`src/rtl/decode.sv`:
```
// Decode stage: register file with PC read at index 15, immediate extension and D/E pipeline
// register. Define DECODE_BYPASS_EN to let a same-cycle writeback pass straight to the read ports.
`timescale 1ns/1ps
module decode #(
  parameter int unsigned N = 32
) (
  input  logic         clk,
  input  logic         rst,
  input  logic [N-1:0] InstrD,
  input  logic [N-1:0] PCPlus8D,
  input  logic [1:0]   RegSrcD,
  input  logic [1:0]   ImmSrcD,
  input  logic         RegWriteW,
  input  logic [3:0]   WA3W,
  input  logic [N-1:0] ResultW,
  input  logic         StallE,
  input  logic         FlushE,
  output logic [N-1:0] RD1E,
  output logic [N-1:0] RD2E,
  output logic [N-1:0] ExtImmE,
  output logic [3:0]   RA1E,
  output logic [3:0]   RA2E,
  output logic [3:0]   WA3E
);

  localparam logic [3:0] PcIdx = 4'd15;

  logic [N-1:0] rf_q [15];
  logic [3:0]   ra1_d, ra2_d, wa3_d;
  logic [N-1:0] rd1_d, rd2_d, ext_d;
  logic         wb_en;

  assign ra1_d = RegSrcD[0] ? PcIdx : InstrD[19:16];
  assign ra2_d = RegSrcD[1] ? InstrD[15:12] : InstrD[3:0];
  assign wa3_d = InstrD[15:12];
  assign wb_en = RegWriteW && (WA3W != PcIdx);

  always_ff @(posedge clk or negedge rst) begin
    if (!rst) begin
      for (int i = 0; i < 15; i++) rf_q[i] <= '0;
    end else begin
      for (int i = 0; i < 15; i++) begin
        if (wb_en && (WA3W == 4'(i))) rf_q[i] <= ResultW;
      end
    end
  end

  // Index 15 is not storage: it always reads the fetch-supplied PC+8.
  function automatic logic [N-1:0] read_port(input logic [3:0] ra);
    logic [N-1:0] val;
    val = PCPlus8D;
    for (int i = 0; i < 15; i++) begin
      if (ra == 4'(i)) val = rf_q[i];
    end
`ifdef DECODE_BYPASS_EN
    if (wb_en && (WA3W == ra)) val = ResultW;
`endif
    return val;
  endfunction

  always_comb begin
    rd1_d = read_port(ra1_d);
    rd2_d = read_port(ra2_d);
  end

  always_comb begin
    ext_d = '0;
    case (ImmSrcD)
      2'b00:   ext_d = N'(InstrD[7:0]);
      2'b01:   ext_d = N'(InstrD[11:0]);
      2'b10:   ext_d = {{(N-26){InstrD[23]}}, InstrD[23:0], 2'b00};
      default: ext_d = '0;
    endcase
  end

  // Flush wins over stall so a bubble can be inserted into a held stage.
  always_ff @(posedge clk or negedge rst) begin
    if (!rst) begin
      RD1E    <= '0;
      RD2E    <= '0;
      ExtImmE <= '0;
      RA1E    <= '0;
      RA2E    <= '0;
      WA3E    <= '0;
    end else if (FlushE) begin
      RD1E    <= '0;
      RD2E    <= '0;
      ExtImmE <= '0;
      RA1E    <= '0;
      RA2E    <= '0;
      WA3E    <= '0;
    end else if (!StallE) begin
      RD1E    <= rd1_d;
      RD2E    <= rd2_d;
      ExtImmE <= ext_d;
      RA1E    <= ra1_d;
      RA2E    <= ra2_d;
      WA3E    <= wa3_d;
    end
  end

endmodule

```
`config.mk`:
```
export PLATFORM = sky130hd
export DESIGN_NAME = decode
export DESIGN_NICKNAME = d
export VERILOG_FILES = /design/src/rtl/decode.sv
export SDC_FILE = /design/constraint.sdc
export NUM_CORES = 1
export LEC_CHECK = 0
export BUFFER_PORTS_ARGS = -buffer_cell sky130_fd_sc_hd__buf_2
export CAP_MARGIN = 10
export CORE_ASPECT_RATIO = 1.5
export CORE_MARGIN = 2
export CORE_UTILIZATION = 30
export DETAILED_ROUTE_END_ITERATION = 6
export PLACE_DENSITY = 0.52
export SKIP_LAST_GASP = 1
export SYNTH_ARGS = -nofsm -noshare
export SYNTH_HDL_FRONTEND = slang
export SYNTH_SLANG_ARGS = --single-unit
```
`constraint.sdc`:
```
create_clock -name clk -period 1.8 [get_ports clk]
set_input_delay 0.27 -clock clk [delete_from_list [all_inputs] [get_ports clk]]
set_output_delay 0.27 -clock clk [all_outputs]
set_load 0.01 [all_outputs]
```
**Word level (Yosys, flattened, before mapping)**

Cells that the tools add are included.

- Equal/unequal tests: 46
- Muxes and demuxes: 45
- Reductions and logical operators: 20

Operators by type and width:

| kind | number |
|---|---|
| $mux W32 | 36 |
| $pmux W32 S3 | 1 |
| $eq A4 B4 Y1 const B | 21 |
| $eq A4 B3 Y1 const B | 12 |
| $mux W4 | 8 |
| $eq A4 B2 Y1 const B | 6 |
| $logic_and A1 B1 Y1 | 16 |
| $eq A4 B1 Y1 const B | 3 |
| $logic_not A4 Y1 | 3 |
| $ne A4 B4 Y1 const B | 1 |
| $eq A2 B1 Y1 const B | 1 |
| $eq A2 B2 Y1 const B | 1 |
| $logic_not A2 Y1 | 1 |
| $ne A2 B1 Y1 const B | 1 |

- Register bits after elaboration: 588
- Word-level logic and storage cells: 132

**Depth between registers and ports, before layout**

- Word-level depth: 19
- Depth in mapped cells: 12
- Depth with buffers taken out: 7

**Worst setup path before layout**

No wires, ideal clock.

- Path kind: input -> register
- Start point: input InstrD[14]
- End point: register RD2E[17]
- Library setup time: 0.126 ns
- Arrival time: 2.007 ns
- Path slack: -0.333 ns
- Stages on the path: 9
- Cell sequence: buf_2 nor4b_4 or2_1 buf_2 and3_1 o21a_1 o31ai_1 a221o_1 a221o_1

- Cells in the longest elaborated chain, start to end: 19
- Elaborated cells on any way between the ends: 33

RTL lines:

| item | RTL line | source |
|---|---|---|
| start, declared | 9 | `input logic [N-1:0] InstrD,` |
| $mux W4 * | 34 | `assign ra2_d = RegSrcD[1] ? InstrD[15:12] : InstrD[3:0];` |
| $logic_not A4 Y1 | 53 | `if (ra == 4'(i)) val = rf_q[i];` |
| $mux W32 (14 in a row) | 53 |  |
| $mux W32 * | 53 |  |
| $mux W32 * | 92 | `end else if (!StallE) begin` |
| $mux W32 * | 85 | `end else if (FlushE) begin` |
| end signal, assigned | 94 | `RD2E <= rd2_d;` |
| end, declared | 19 | `output logic [N-1:0] RD2E,` |

Every way passes the cells marked *; elsewhere a longest branch is shown, timed or not. The select of a mux whose other input is x is not followed.
A chain may end at the register's enable or synchronous reset.

**Final worst setup path**

- Start point: input RegSrcD[1]
- End point: register RD2E[27]

- Cells in the longest elaborated chain, start to end: 19
- Elaborated cells on any way between the ends: 33

RTL lines:

| item | RTL line | source |
|---|---|---|
| start, declared | 11 | `input logic [1:0] RegSrcD,` |
| $mux W4 * | 34 |  |
| $logic_not A4 Y1 | 53 |  |
| $mux W32 (14 in a row) | 53 |  |
| $mux W32 * | 53 |  |
| $mux W32 * | 92 |  |
| $mux W32 * | 85 |  |

Marks and branches as above.

==> qor_table.md <==
| Metric | Reported |
|:---|:---|
| Total global routing track utilization | 26.2% |
| Gate count of the mapped netlist | 2871 |
| Worst-margin pin slew | 0.594 ns |
| Post-synthesis cell area | 0.0306 mm^2 |
| Smallest hold slack | 0.0305 ns |
| Vertical die dimension | 395 um |
| Per-cell routed wire length | 29.6 um |
| Final count of pins violating max slew | 0 |
| Pwr/cell area | 979 mW/mm^2 |
| Top-area cell type share of the netlist area | 47.5% |
| Avg Cell Area, Syn | 10.7 um^2 |
| End of the worst register-to-register path | RD2E[19]$_DFFE_PN0P_ |
| Max-capacitance violation count | 0 |
| Largest cells by area after synthesis | sky130_fd_sc_hd__dfrtp_1 (48%), sky130_fd_sc_hd__mux2_2 (18%), sky130_fd_sc_hd__a21oi_1 (2.8%) |
| Number of clock sinks | 582 |
| Starting Density | 30.3% |
| Path category of the worst min-delay check | in -> reg |
| Most area-hungry cell type in the Yosys netlist | sky130_fd_sc_hd__dfrtp_1 |
| I/O pin total | 217 |
| Maximum number of pins on one net before global-route repair | 82 |
| Synthesized netlist net count | 2980 |
| EDFF count, synth | 0 |
| Worst clock skew | 0.0367 ns |
| Status | finished with violations |
| Reg2reg setup slack | 0.01 ns |
| Vias in the first global route | 27900 |
| Post-route cell area | 0.0414 mm^2 |
| Placer congestion estimate | 0.941 |
| Largest incremental delay on the critical path | 0.35 ns |
| Pre-CTS setup slack | -0.986 ns |
| Master of the slowest instance on the critical path | sky130_fd_sc_hd__a211oi_2 |
| Core occupancy in the finished layout | 40.9% |
| Core area | 0.101 mm^2 |
| TritonCTS clock tree | yes |
| Post-synthesis async set-or-reset flop share | 100% |
| Clock-pin slew reported for the worst setup and hold paths after clock tree synthesis | 0.07 ns |
| Worst Hold End | ExtImmE[9]$_DFFE_PN0P_ |
| Ratio of cells with drive above 1 in the final layout | 45.4% |
| Total iterations of the first detailed-routing run | 7 |
| Total die area | 0.105 mm^2 |
| Wire length of the first global-routing pass | 202000 um |
| Final min period | 1.84 ns |
| Overflow left after global routing | 0 |
| Number of antenna violations at the first check in global routing | 10 |
| Final setup margin | -0.0416 ns |
| Final antenna-violating net count | 0 |
| Critical path fanouts, max | 6 |
| CP Data Arrival Time | 2.43 ns |
| Yosys warns | 0 |
| WP data required | 2.39 ns |
| Leakage | 18.0 nW |
| Via count | 28200 |
| Violation count after the first detailed-routing iteration | 2741 |
| Number of filler instances in the final layout | 9860 |
| Clock Root Buffer | sky130_fd_sc_hd__clkbuf_16 |
| Cell area after placement | 0.0376 mm^2 |
| Startpoint Class | input port |
| Port-buffer cells | 208 |
| Endpoints failing setup | 6 |
| Largest vdd supply drop | 0.659 mV |
| Worst hold path stage count | 4 |
| Buf+Inv Stages, Crit Path | 6 |
| Startpoint of the worst-slack reg-to-reg timing path | rf_q[371]$_DFFE_PN0P_ |
| Per-cell via count in the routed design | 5.88 |
| HPWL after DPL | 106000 um |
| Count of nets after finishing | 3547 |
| Max_slew headroom | 60.4% |
| Clock Tree Buf Depth | 3 |
| R2R cell count | 7 |
| Placed cell count | 4629 |
| Worst-skew pair later-pin latency | 0.68 ns |
| Total of flip-flops plus latches after synthesis | 582 |
| Final hold violation count | 0 |
| Post-route DRC | 0 |
| Critical path start-end classification | in -> reg |
| Total wirelength of the detailed-routed design | 142000 um |
| Post-route setup TNS | -0.141 ns |
| Count of standard-cell rows | 143 |
| Maximum level of the CTS H-tree | 2 |
| Post-synth cell types | 88 |
| Cell family contributing the most delay on the critical path | buffers and inverters |
| RSZ-0062 raised after global routing | true |
| Failing checks | negative setup slack |
| Power after layout | 40.5 mW |
| Dominant cell type by count on the critical path | sky130_fd_sc_hd__buf_12 |
| Sequential area share after synthesis | 47.5% |
| CP endpoint kind | flip-flop |
| Main flop type after synthesis | sky130_fd_sc_hd__dfrtp_1 |
| Final instance count without filler cells | 4791 |
| Layout area overhead | 35.1% |
| List of cells traversed by the critical path | buf_12, buf_8, mux2i_4, buf_12, buf_16, buf_12, mux2i_2, a211oi_2, buf_4, o221ai_2, a21oi_1, o221ai_2, nand3_1 |
| Achievable frequency | 543 MHz |
| Number of buffers added by the clock tree synthesis step | 56 |
| Min-Delay Startpoint | InstrD[9] |
| Horizontal die dimension | 265 um |
| Final period util | 102% |
## power by group
group	leakage [nW]	switching [mW]	total, mW	internal [mW]
clock network	0.991	5.74	13.3	7.59
registers	7.25	2.81	18.6	15.8
logic	9.76	4.19	8.62	4.43
## layout by cell type (no fill, tap or decap), types with 15 or more instances in the layout
cell type and instances:
sky130_fd_sc_hd__dfrtp_1 579, sky130_fd_sc_hd__mux2_2 483, sky130_fd_sc_hd__buf_4 414, sky130_fd_sc_hd__buf_2 200
sky130_fd_sc_hd__nor2_1 167, sky130_fd_sc_hd__a21oi_1 151, sky130_fd_sc_hd__nand2_1 146, sky130_fd_sc_hd__o22ai_1 132
sky130_fd_sc_hd__buf_12 104, sky130_fd_sc_hd__o21ai_0 98, sky130_fd_sc_hd__a22oi_1 69, sky130_fd_sc_hd__clkbuf_16 61
sky130_fd_sc_hd__nor3_1 55, sky130_fd_sc_hd__nand3_1 54, sky130_fd_sc_hd__o21ai_1 44, sky130_fd_sc_hd__o221ai_1 41
sky130_fd_sc_hd__mux2i_1 38, sky130_fd_sc_hd__a221oi_1 31, sky130_fd_sc_hd__a221o_1 29, sky130_fd_sc_hd__buf_6 27
sky130_fd_sc_hd__o211ai_1 24, sky130_fd_sc_hd__a22o_1 24, sky130_fd_sc_hd__nor2_4 21, sky130_fd_sc_hd__a21oi_2 21
sky130_fd_sc_hd__a211oi_1 20, sky130_fd_sc_hd__o21a_1 18, sky130_fd_sc_hd__o221ai_2 17, sky130_fd_sc_hd__a311oi_2 16
sky130_fd_sc_hd__a31oi_1 16, sky130_fd_sc_hd__a211oi_2 15
## state kept, by name, summed over array words and instances, names as in the netlist
| name | cells |
|---|---|
| RA1E | 4 |
| RD1E | 32 |
| RA2E | 4 |
| rf_q | 480 |
| ExtImmE | 26 |
| RD2E | 32 |
| WA3E | 4 |
## worst register-to-register path, stage by stage, from the launching register on
cell and delay [ns]:
sky130_fd_sc_hd__dfrtp_1 0.49, sky130_fd_sc_hd__o21ai_0 0.18, sky130_fd_sc_hd__buf_4 0.21, sky130_fd_sc_hd__o2111ai_2 0.13, sky130_fd_sc_hd__o2111ai_2 0.10, sky130_fd_sc_hd__o211ai_1 0.22, sky130_fd_sc_hd__a21oi_2 0.22, sky130_fd_sc_hd__o22ai_1 0.09
## final cells by class
type                       count  area (um^2)  area share [%]
multi-input combinational   2021        16200            39.2
sequential                   582        14600            35.2
timing repair buffer         771         6900            16.7
tap                         1305         1630            3.94
clock buffer                  72         1560            3.77
clock inverter                31          457            1.10
inverter                       6         26.3          0.0635
antenna                        3         7.51          0.0181
## kinds of logic after synthesis
family / Yosys count / synth area share (%)
XOR/XNOR: 2 / 0.0572
AND/OR/NAND/NOR: 581 / 8.87
AO/OA/AOI/OAI: 909 / 20.4
flip-flops: 582 / 47.5
multiplexers: 528 / 19.3
buffers and inverters: 269 / 3.85
## cell usage after synthesis (all sizes together), types with 7 or more instances
master   number
nor3         59
dfrtp       582
a22oi        71
nor3b        10
a221o        29
a31oi        18
o22a          9
a211o         8
mux2        484
a311oi       17
clkbuf      162
or2           8
o32ai         8
a21o          9
o2111ai      10
a21oi       176
nor2        197
nor2b         7
buf         101
o21a         19
o21ai       157
a2111oi      11
nor4         10
o211ai       24
and3         13
or3          15
nand3        62
mux2i        44
a222oi       12
nand2       163
a221oi       44
o221ai       58
a211oi       37
o22ai       135
a22o         24
## layer usage
metal | share of wire [%] | wire length (um) | GRT usage (%)
met5 | 0.028 | 40 | 0
met4 | 6.1 | 8680 | 13.9
met3 | 5.6 | 8010 | 3.03
met2 | 48 | 68100 | 43.9
met1 | 40 | 57100 | 33.0
## worst max-delay path by stage
stage | depth (start not counted) | to | from | slack [ns]
after floorplan | 9 | RD2E[17]$_DFFE_PN0P_ | InstrD[14] | -0.28
after global placement | 10 | RD2E[14]$_DFFE_PN0P_ | RegSrcD[1] | -0.99
after detailed placement | 12 | RD2E[18]$_DFFE_PN0P_ | RegSrcD[1] | -0.99
after CTS | 12 | RD2E[5]$_DFFE_PN0P_ | RegSrcD[1] | 0.0005
after global routing | 12 | RD2E[27]$_DFFE_PN0P_ | RegSrcD[1] | -0.08
final | 13 | RD2E[27]$_DFFE_PN0P_ | RegSrcD[1] | -0.04
## repair_timing
action                                  CTS  global route
hold endpoints to repair                480             0
gates cloned                              5             5
endpoints found under the setup margin   40            60
gates resized for setup                  90           141
pin swaps                                22            69
setup buffers                            18            19
hold buffers                             13             0
Power figures use the tool's default switching activity.
